--- src/rtl/pc_fetch_unit.sv ---
// Program counter and instruction register with a bounded req/ack fetch
// from instruction memory; IR feeds the control unit's decode input.
module pc_fetch_unit #(
  parameter int unsigned            ADDR_W    = 8,
  parameter int unsigned            INSTR_W   = 16,
  parameter logic [ADDR_W-1:0]      RESET_PC  = '0,
  parameter int unsigned            TIMEOUT   = 16,
  parameter logic [INSTR_W-1:0]     ERR_INSTR = '0
) (
  input  logic               Clock,
  input  logic               Reset,
  input  logic               PC_CLR,
  input  logic               PC_LD,
  input  logic [ADDR_W-1:0]  PC_LD_VAL,
  input  logic               PC_IC,
  input  logic               IR_LD,
  input  logic               IM_ACK,
  input  logic [INSTR_W-1:0] IM_RDATA,
  output logic               IM_REQ,
  output logic [ADDR_W-1:0]  IM_ADDR,
  output logic [ADDR_W-1:0]  PC,
  output logic [INSTR_W-1:0] IR,
  output logic               IR_VALID,
  output logic               FETCH_BUSY,
  output logic               FETCH_ERR,
  output logic               FSM_STATE
);

  // Handshake: IM_REQ rises with a latched IM_ADDR and both stay stable until
  // the first cycle IM_ACK is sampled high (or the wait bound expires); the
  // word on IM_RDATA is taken in that same cycle. IM_ACK with no request is ignored.

  localparam int unsigned CNT_W = (TIMEOUT < 2) ? 1 : $clog2(TIMEOUT);
  localparam logic [CNT_W-1:0] CNT_LAST = CNT_W'(TIMEOUT - 1);

  typedef enum logic {
    S_IDLE = 1'b0,
    S_WAIT = 1'b1
  } state_t;

  state_t             state, state_n;
  logic [CNT_W-1:0]   wait_cnt, wait_cnt_n;
  logic [ADDR_W-1:0]  pc_n, addr_n;
  logic [INSTR_W-1:0] ir_n;
  logic               req_n, valid_n, busy_n, err_n;

  assign FSM_STATE = state;

  always_ff @(posedge Clock or negedge Reset) begin
    if (!Reset) begin
      state      <= S_IDLE;
      wait_cnt   <= '0;
      PC         <= RESET_PC;
      IM_ADDR    <= RESET_PC;
      IR         <= '0;
      IM_REQ     <= 1'b0;
      IR_VALID   <= 1'b0;
      FETCH_BUSY <= 1'b0;
      FETCH_ERR  <= 1'b0;
    end else begin
      state      <= state_n;
      wait_cnt   <= wait_cnt_n;
      PC         <= pc_n;
      IM_ADDR    <= addr_n;
      IR         <= ir_n;
      IM_REQ     <= req_n;
      IR_VALID   <= valid_n;
      FETCH_BUSY <= busy_n;
      FETCH_ERR  <= err_n;
    end
  end

  // PC runs independently of the fetch FSM; a fetch already holds its own address.
  always_comb begin
    pc_n = PC;
    if (PC_CLR)     pc_n = RESET_PC;
    else if (PC_LD) pc_n = PC_LD_VAL;
    else if (PC_IC) pc_n = PC + 1'b1;
  end

  always_comb begin
    state_n    = state;
    wait_cnt_n = wait_cnt;
    addr_n     = IM_ADDR;
    ir_n       = IR;
    req_n      = IM_REQ;
    valid_n    = IR_VALID;
    busy_n     = FETCH_BUSY;
    err_n      = FETCH_ERR;
    case (state)
      S_IDLE: begin
        if (IR_LD) begin
          addr_n     = PC;
          req_n      = 1'b1;
          busy_n     = 1'b1;
          valid_n    = 1'b0;
          err_n      = 1'b0;
          wait_cnt_n = '0;
          state_n    = S_WAIT;
        end
      end
      S_WAIT: begin
        if (IM_ACK) begin
          ir_n    = IM_RDATA;
          valid_n = 1'b1;
          req_n   = 1'b0;
          busy_n  = 1'b0;
          state_n = S_IDLE;
        end else if ((TIMEOUT != 0) && (wait_cnt == CNT_LAST)) begin
          ir_n    = ERR_INSTR;
          valid_n = 1'b1;
          err_n   = 1'b1;
          req_n   = 1'b0;
          busy_n  = 1'b0;
          state_n = S_IDLE;
        end else begin
          wait_cnt_n = wait_cnt + 1'b1;
        end
      end
      default: state_n = S_IDLE;
    endcase
  end

endmodule

--- config.mk ---
export PLATFORM = sky130hd
export DESIGN_NAME = pc_fetch_unit
export DESIGN_NICKNAME = d
export VERILOG_FILES = /design/src/rtl/pc_fetch_unit.sv
export SDC_FILE = /design/constraint.sdc
export NUM_CORES = 1
export LEC_CHECK = 0
export BUFFER_PORTS_ARGS = -buffer_cell sky130_fd_sc_hd__clkbuf_2
export CAP_MARGIN = 10
export CORE_MARGIN = 2
export CORE_UTILIZATION = 35
export CTS_BUF_LIST = sky130_fd_sc_hd__clkbuf_4 sky130_fd_sc_hd__clkbuf_8
export CTS_CLUSTER_DIAMETER = 40
export DETAILED_ROUTE_END_ITERATION = 16
export SLEW_MARGIN = 30
export SYNTH_ARGS = -nofsm -noshare
export SYNTH_HDL_FRONTEND = slang
export SYNTH_SLANG_ARGS = --single-unit
export TNS_END_PERCENT = 5
--- constraint.sdc ---
create_clock -name Clock -period 3.5 [get_ports Clock]
set_input_delay 0.35 -clock Clock [delete_from_list [all_inputs] [get_ports Clock]]
set_output_delay 0.35 -clock Clock [all_outputs]
set_load 0.005 [all_outputs]
==> metrics.yaml, run 1 <==
power_and_ir_drop:
  ir_drop_uv: 181
  p_leak_nw: 1.12
  pwr-share-clk_pct: 24.9
  switchingPower_w: 0.000306
  switching_share_pct: 27.0
  intPower_w: 0.000827
  power.density_nw_per_um2: 526
  pwr-share-seq_pct: 53.5
  combPwrFrac_pct: 21.6
clocking:
  cts_tree: "yes"
  cts_root_buf: "clkbuf_8"
  clock_latency_ns: 0.28
  clockBufferDepth: 2
  clock-sinks: 40
  cts_resized: 0
  htree_levels: 2
  numCtsBuffers: 5
  clk_pin_slew_ns: 0.07
grt:
  first_global_vias: 1327
  grt_antenna_before_repair: 0
  track_usage_pct: 14.5
  grt_pass1_wl_um: 5840
  grt_max_degree: 27
  overflow: 0
route:
  remaining_drc_errors: 0
  wire_per_inst_um: 13.6
  ant_nets: 0
  drtIter0Drc: 43
  first_pass_iters: 4
  routed_wl_um: 3500
  viasPerCell: 5.06
  vias: 1305
logic_synthesis:
  synthAdderAreaFrac_pct: 1.49
  netlist_area_um2: 1680
  synthArstFlopShare_pct: 100
  syn_area_per_cell_um2: 12.3
  synth_nets: 169
  synth_top_cells_by_area: "dfrtp_1 60%, a22o_1 8.3%, mux2_2 6.0%"
  netlist_instances: 136
  synth_top_area_share_pct: 59.6
  synth.area.mux_share_pct: 6.63
  ys_ff_latch: 40
  synth-main-ff-cell: "dfrtp_1"
  synth_top_area_cell: "dfrtp_1"
  yosysMostFrequentCell: "dfrtp_1"
  synth_edf_count: 0
  synthXorXnorAreaFrac_pct: 2.09
  synthTopCellsByCount: "40 x dfrtp_1, 16 x a22o_1, 9 x mux2_2, 9 x nand2_1, 6 x nor2_1"
  synth_cell_types: 33
  synth_compound_area_share_pct: 17.7
  ys_warn_count: 0
  synth_top_family_by_area: "compound AO/OA/AOI/OAI gates"
  yosys.area_share.simple_pct: 9.31
  yosysSeqAreaShare_pct: 59.6
timing:
  hold_slack_ns: 0.290
  worstMarginPinSlew_ns: 0.564
  setup_violations: 0
  slew_viol_final: 0
  fmaxAchievable_ghz: 0.661
  rsz0062_at_grt: "false"
  report.final.hold_viol_count: 0
  relSlewSlack_pct: 62.4
  period_share_pct: 43.2
  finClkSkew_ns: 0.00657
  setup_tns_ns: 0
  min_period_ns: 1.51
setup_path:
  critPathRequiredTime_ns: 3.66
  path_max_fanout: 13
  cp-end-kind: "flip-flop"
  crit_arrival_ns: 1.67
  crit_type: "reg -> reg"
  cp-start-kind: "flip-flop"
floorplan:
  dieArea_um2: 5370
  die_w_um: 73.3
  ios: 68
  core_area_um2: 4660
  die_h_um: 73.3
  rows: 25
  start_util_pct: 36.0
final_layout:
  fill_cells: 445
  nets: 237
  area_growth_pct: 28.2
  fin_util_pct: 46.2
  drive_above_1_share_pct: 43.1
  antennaDiodeCount: 0
placement:
  gp_congestion: 0.735
  io_buffer_count: 67
  dpl.hpwl_um: 2640
run_status:
  status: "complete, no violations"
min_path:
  hp-class: "in -> reg"
flow_run:
  maxCapViolations: 0
path summary, 6_finish.rpt:
check                       startpoint         end  slack, ns  depth (start not counted)
max reg2reg                  FSM_STATE  IM_ADDR[5]       1.99                          2
max in group asynchronous        Reset  IM_ADDR[1]       2.51                          3
min                        IM_RDATA[4]       IR[4]       0.29                          2
min reg2reg                      IR[7]       IR[7]       0.50                          1
min in group asynchronous        Reset      IR[15]       0.52                          2
max                          FSM_STATE  IM_ADDR[5]       1.99                          2
critical path, stage by stage (launching register included):
cell      delay, ns
dfrtp_1        0.50
nand2b_1       0.49
mux2_2         0.40
layout make-up:
type,count,area (µm²),area share (%)
sequential,40,1000,46.5
clock inverter,1,5.00,0.233
clock buffer,6,76.3,3.55
timing repair buffer,69,365,17.0
inverter,3,11.3,0.523
multi-input combinational,85,626,29.1
tap,54,67.6,3.14
cells in the final DEF (no fill, tap or decap), types with 2 or more instances in the layout:
cell type  instances
nand2_1            9
nor2_1             6
nor2b_1            3
ha_1               2
xor2_1             4
a31oi_1            4
a22o_1            16
inv_1              3
a21oi_1            3
nand4_1            4
mux2_2             9
or3_1              3
o21ai_0            3
a211oi_1           3
clkbuf_2          67
clkbuf_8           5
a311oi_1           2
dfrtp_1           40
a31o_2             2
registers in the layout, indices dropped and copies added (netlist names):
name        count
IM_ADDR         8
FETCH_BUSY      1
IR_VALID        1
wait_cnt        4
PC              8
FETCH_ERR       1
FSM_STATE       1
IR             16
cell families after synthesis:
logic type      count (synthesis)
flops                          40
compound gates                 39
simple gates                   30
buf+inv                        11
mux                            10
xor+xnor                        4
fa+ha+maj                       2
through the flow:
step | instance area (µm²) | setup WS, ns | instances | power, W
final | 2150 | 1.99 | 258 | 0.00113
after global routing | 2150 | 1.84 | 258 | 0.00121
after CTS | 2150 | 1.93 | 258 | 0.00115
after detailed placement | 2060 | 1.94 | 250 | 0.000864
after global placement | 2040 | 2.01 | 249 | 0.000856
after floorplan | 1680 | 2.10 | 136 | 0.000734
power groups by stage:
stage	clock network, W	logic (W)	registers, W
floorplan	0	0.000123	0.000611
finish	0.000282	0.000244	0.000605
CTS	0.000297	0.000251	0.000606
global route	0.000313	0.000279	0.000617
global placement	0	0.000244	0.000612
detailed placement	0	0.000249	0.000615
timing repair:
action / in CTS / in global routing
hold buffers: 1 / 0
hold endpoints to repair: 14 / 0
setup endpoints to repair: 0 / 0
buffers inserted: 0 / 0
layer usage:
metal / track usage, % / vias up / part of all wire (%)
li1: - / 637 / -
met1: 18.3 / 597 / 46
met2: 23.0 / 64 / 44
met3: 4.12 / 7 / 9.0
met4: 6.79 / 0 / 1.6
met5: 0 / - / 0
No activity file was read; power rests on OpenSTA's default activity.
==> inputs of run 2 (changes only) <==
ABC_AREA = 1   (was default)
clock period = 1.4 ns   (was 3.5 ns; I/O delays follow)
==> metrics.yaml, run 2 <==
final_layout:
  nets: 327  # +38%
  layout_commonest_cell: "clkbuf_2"
  largest_reg_flops: 16  # unchanged
  largest-register: "IR"
  reg_top3: "IR x16, IM_ADDR x8, PC x8"
  antennaDiodeCount: 0  # unchanged
  final_cell_mix: "67 x clkbuf_2, 43 x nand2_1, 40 x dfrtp_1, 29 x o21ai_0, 27 x inv_1"
  fin_util_pct: 47.2  # +1.0 points
  area_growth_pct: 30.0
  final_cell_count_no_fill: 365  # +41%
  drive_above_1_share_pct: 31.9  # -11 points
run_status:
  status: "complete, no violations"
timing:
  worstMarginPinSlew_ns: 0.379  # -0.185 ns
  slew_viol_final: 0  # unchanged
  setup_tns_ns: 0  # unchanged
  worst_slack_ns: 0.108  # -1.88 ns
  min_period_ns: 1.29  # -0.219 ns
  report.final.hold_viol_count: 0  # unchanged
  fmaxAchievable_ghz: 0.774  # +17%
  period_share_pct: 92.3  # +49 points
  setup_violations: 0  # unchanged
  relSlewSlack_pct: 74.7  # +12 points
  rsz0062_at_grt: "false"
  finClkSkew_ns: 0.00352  # -0.00306 ns
clocking:
  htree_levels: 2  # unchanged
  cts_root_buf: "clkbuf_8"
  clockBufferDepth: 2  # unchanged
  postCtsSetupBuffers: 0  # unchanged
  numCtsBuffers: 5  # unchanged
  clock_latency_ns: 0.29  # about the same
  cts_resized: 0  # unchanged
  clock-sinks: 40  # unchanged
  hold_buffers: 1  # unchanged
  clk_pin_slew_ns: 0.07  # about the same
  cts_tree: "yes"
setup_path:
  crit_chain: "ha_1 > nand3_2 > nand3_2 > nor2_1 > nand2_1 > nand2_1 > nor2_1"
  path_max_fanout: 5  # -8
  r2r_start: "wait_cnt[0]"
  critPathRequiredTime_ns: 1.59  # -2.07 ns
  crit_type: "reg -> reg"
  crit_buf_inv: 0  # unchanged
  startpoint: "wait_cnt[0]"
  path_depth: 7  # +5
  crit_arrival_ns: 1.48  # -0.19 ns
  cp-start-kind: "flip-flop"
  cp_top_family: "simple AND/OR/NAND/NOR gates"
  cp_slowest_stage_delay_ns: 0.41  # -0.09 ns
  ff2ff_setup_slack_ns: 0.11  # -1.88 ns
  ff2ff_path_depth: 7  # +5
  crit_slowest_cell: "dfrtp_1"
  cp-end-kind: "flip-flop"
grt:
  top_usage_layer: "met2"
  gr-usage-met1_pct: 18.3  # about the same
  grt_pass1_wl_um: 6910  # +18%
  use_met3_pct: 5.18  # +1.1 points
  overflow: 0  # unchanged
  met2_usage_pct: 23.9  # +0.84 points
  grt_antenna_before_repair: 0  # unchanged
  first_global_vias: 1529  # +15%
  grt_max_degree: 41  # +52%
  track_usage_pct: 14.5  # about the same
floorplan:
  start_util_pct: 36.3  # +0.28 points
  die_h_um: 76.8  # +4.8%
  dieArea_um2: 5900  # +9.8%
  die_w_um: 76.8  # +4.8%
  ios: 68  # unchanged
  core_area_um2: 5110  # +9.6%
  rows: 26  # +4.0%
route:
  remaining_drc_errors: 0  # unchanged
  vias: 1627  # +25%
  first_pass_iters: 4  # unchanged
  routed_wl_um: 4090  # +17%
  ant_nets: 0  # unchanged
  drtIter0Drc: 54  # +26%
  viasPerCell: 4.46  # -12%
  wire_per_inst_um: 11.2  # -17%
logic_synthesis:
  synth_edf_count: 0  # unchanged
  syn_area_per_cell_um2: 8.43  # -32%
  synth-main-ff-cell: "dfrtp_1"
  synth_top_cells_by_area: "dfrtp_1 54%, nand2_1 8.7%, o21ai_0 7.8%"
  ys_warn_count: 0  # unchanged
  netlist_instances: 220  # +62%
  synth_nets: 253  # +50%
  synthArstFlopShare_pct: 100  # unchanged
  synth_top_area_cell: "dfrtp_1"
  yosysMostFrequentCell: "nand2_1"
  yosysSeqAreaShare_pct: 54.0  # -5.6 points
  synthTopCellsByCount: "43 x nand2_1, 40 x dfrtp_1, 29 x o21ai_0"
  ys_ff_latch: 40  # unchanged
  synth_cell_types: 22  # -33%
  synth_top_area_share_pct: 54.0  # -5.6 points
  netlist_area_um2: 1850  # +10%
min_path:
  min-delay-start: "IM_RDATA[14]"
  hp-class: "in -> reg"
  whs_path_depth: 3  # +1
power_and_ir_drop:
  ir_drop_uv: 434  # +140%
  power.density_nw_per_um2: 1270  # +140%
  p_leak_nw: 1.29  # +15%
placement:
  placedCellCount: 356  # +42%
  dp_slack_ns: 0.110  # -1.83 ns
  dpl.hpwl_um: 3030  # +15%
  gp_congestion: 0.782  # +6.5%
  io_buffer_count: 67  # unchanged
flow_run:
  maxCapViolations: 0  # unchanged
## run 2: cell type report
class                      instances  area, µm²
multi-input combinational        141        682
sequential                        40       1000
clock buffer                       8       97.6
fill                             525       2700
inverter                          30        113
tap                               70       87.6
timing repair buffer              76        430
## run 2: report_power, final
part           total, W  leakage, nW  internal, W  switching, W
clock          0.000820       0.0523     0.000441      0.000379
sequential      0.00153        0.511      0.00137      0.000152
combinational  0.000709        0.724     0.000339      0.000370
total           0.00305         1.29      0.00215      0.000902
## run 2: cell families after synthesis
kind of cell,after synthesis,synth area share (%)
simple gates,101,23.5
flops,40,54.0
buf+inv,39,9.24
compound gates,35,10.4
xor+xnor,2,0.945
fa+ha+maj,2,1.35
mux,1,0.540
## run 2: worst min-delay path, delay by kind of cell
kind                   cells  cell delay [ns]
and+or+nand+nor            1             0.06
buffers and inverters      1             0.08
AOI/OAI and AO/OA          1             0.06
## run 2: per-layer routing
metal | part of all wire [%] | wire length (µm)
met5 | 0 | 0
met4 | 1.1 | 44
met2 | 44 | 1790
met3 | 8.9 | 364
met1 | 46 | 1900
## run 2: worst paths after layout
| kind | to |
|---|---|
| min reg2reg | IM_ADDR[5] |
| min | IR[14] |
| max reg2reg | wait_cnt[3] |
| max | wait_cnt[3] |
| max in group asynchronous | IR[8] |
| min in group asynchronous | IR[1] |
## run 2: metrics by stage
step / power, W / instance area, µm² / hold WS (ns)
after detailed placement: 0.00227 / 2300 / 0.131
after global routing: 0.00327 / 2410 / 0.0797
final: 0.00305 / 2410 / 0.0929
after global placement: 0.00225 / 2300 / 0.131
after floorplan: 0.00191 / 1850 / -0.156
after CTS: 0.00310 / 2410 / 0.0851
==> inputs of run 3 (changes only) <==
RECOVER_POWER = 25   (was default)
clock period = 1.5 ns   (was 1.4 ns; I/O delays follow)
==> metrics.yaml, run 3 (same netlist as run 2, synthesis figures left out) <==
clocking:
  clock_latency_ns: 0.29  # about the same
  numCtsBuffers: 5  # unchanged
  clockBufferDepth: 2  # unchanged
  cts_tree: "yes"
  cts_resized: 0  # unchanged
  clock-sinks: 40  # unchanged
  clk_pin_slew_ns: 0.08  # about the same
  cts_root_buf: "clkbuf_8"
  htree_levels: 2  # unchanged
run_status:
  status: "complete, no violations"
grt:
  first_global_vias: 1570  # +2.7%
  use_met3_pct: 4.47  # -0.71 points
  grt_antenna_before_repair: 0  # unchanged
  grt_max_degree: 41  # unchanged
  grt_pass1_wl_um: 7070  # +2.3%
  met2_usage_pct: 23.4  # -0.44 points
  top_usage_layer: "met2"
  track_usage_pct: 14.7  # +0.18 points
  overflow: 0  # unchanged
  gr-usage-met1_pct: 19.9  # +1.6 points
setup_path:
  critPathRequiredTime_ns: 1.68  # +0.09 ns
  cp-end-kind: "flip-flop"
  crit_type: "reg -> reg"
  cp-start-kind: "flip-flop"
  crit_arrival_ns: 1.55  # +0.07 ns
  path_max_fanout: 5  # unchanged
  ff2ff_path_depth: 7  # unchanged
route:
  drtIter0Drc: 57  # +5.6%
  ant_nets: 0  # unchanged
  vias: 1630  # +0.18%
  wire_per_inst_um: 11.0  # -1.5%
  viasPerCell: 4.48  # +0.46%
  first_pass_iters: 4  # unchanged
  remaining_drc_errors: 0  # unchanged
  routed_wl_um: 4020  # -1.8%
floorplan:
  die_h_um: 76.8  # unchanged
  ios: 68  # unchanged
  start_util_pct: 36.3  # unchanged
  core_area_um2: 5110  # unchanged
  die_w_um: 76.8  # unchanged
  rows: 26  # unchanged
  dieArea_um2: 5900  # unchanged
timing:
  hold_slack_ns: 0.0955  # +0.00257 ns
  fmaxAchievable_ghz: 0.731  # -5.5%
  setup_violations: 0  # unchanged
  min_period_ns: 1.37  # +0.0758 ns
  period_share_pct: 91.2  # -1.1 points
  worstMarginPinSlew_ns: 1.00  # +0.621 ns
  rsz0062_at_grt: "false"
  slew_viol_final: 0  # unchanged
  report.final.hold_viol_count: 0  # unchanged
  setup_tns_ns: 0  # unchanged
  finClkSkew_ns: 0.00344  # -0.0000735 ns
  relSlewSlack_pct: 33.3  # -41 points
placement:
  gp_congestion: 0.763  # -2.4%
  dpl.hpwl_um: 2920  # -3.6%
  io_buffer_count: 67  # unchanged
final_layout:
  largest_reg_flops: 16  # unchanged
  largest-register: "IR"
  reg_top3: "IR x16, IM_ADDR x8, PC x8"
  antennaDiodeCount: 0  # unchanged
  layout_commonest_cell: "clkbuf_2"
  fill_cells: 525  # unchanged
  final_cell_mix: "68 x clkbuf_2, 43 x nand2_1, 40 x dfrtp_1, 29 x o21ai_0, 27 x inv_1"
  area_growth_pct: 32.1
  drive_above_1_share_pct: 31.6  # -0.23 points
  nets: 326  # -0.31%
power_and_ir_drop:
  power.density_nw_per_um2: 1340  # +5.7%
  ir_drop_uv: 411  # -5.3%
  p_leak_nw: 1.30  # +1.3%
min_path:
  hp-class: "in -> reg"
  whs_path_depth: 3  # unchanged
flow_run:
  maxCapViolations: 0  # unchanged
## run 3: cell count changes in the layout (fill, tap and decap cells not counted), sizes merged
| cell | delta |
|---|---|
| clkbuf | -2 |
| buf | -2 |
| bufinv | +3 |
## run 3: where the power goes
part | internal [W] | leakage [nW] | total, W | switching, W
Clock | 0.000832 | 0.0784 | 0.00121 | 0.000377
Sequential | 0.00128 | 0.511 | 0.00142 | 0.000142
Combinational | 0.000307 | 0.715 | 0.000648 | 0.000341
## run 3: metrics by stage
stage               power (W)  cells  util [%]  setup slack [ns]  area (µm²)
floorplan             0.00178    220         -             0.286        1850
global placement      0.00207    353      44.2             0.124        2260
detailed placement    0.00209    353      44.2            0.0324        2260
CTS                   0.00332    362      47.5            0.0373        2420
global route          0.00350    364      48.0            0.0261        2450
finish                0.00328    364      48.0             0.132        2450
## run 3: path summary, 6_finish.rpt
kind                         startpoint          end  slack, ns
setup / recovery            wait_cnt[0]  wait_cnt[3]       0.13
setup reg to reg            wait_cnt[0]  wait_cnt[3]       0.13
max in group asynchronous         Reset   IM_ADDR[5]       0.24
hold reg to reg              IM_ADDR[4]   IM_ADDR[4]       0.49
hold / removal             IM_RDATA[15]       IR[15]        0.1
min in group asynchronous         Reset        IR[1]       0.65
## run 3: cell type report
class | instances | area [µm²] | share of cell area, %
Clock buffer | 5 | 68.8 | 2.81
Clock inverter | 3 | 90.1 | 3.68
Inverter | 30 | 113 | 4.60
Multi-Input combinational cell | 141 | 682 | 27.8
Sequential cell | 40 | 1000 | 40.9
Tap cell | 70 | 87.6 | 3.58
Timing Repair Buffer | 75 | 408 | 16.6
## run 3: timing repair
item	CTS	global route
hold buffers	1	0
endpoints found under the setup margin	0	17
setup buffers	0	2
endpoints found under the hold margin	40	0
## run 3: metal layers
layer  vias to the layer above  share of wire (%)
li1                        842                  -
met1                       718                 49
met2                        67                 42
met3                         3                7.8
met4                         0               0.60
met5                         -                  0
## run 3: worst max-delay path, stage by stage (launching register included)
cell     delay [ns]
dfrtp_1        0.41
ha_1           0.24
nand3_2        0.13
nand3_2        0.14
nor2_1         0.16
nand2_1        0.07
nand2_1        0.06
nor2_1         0.05
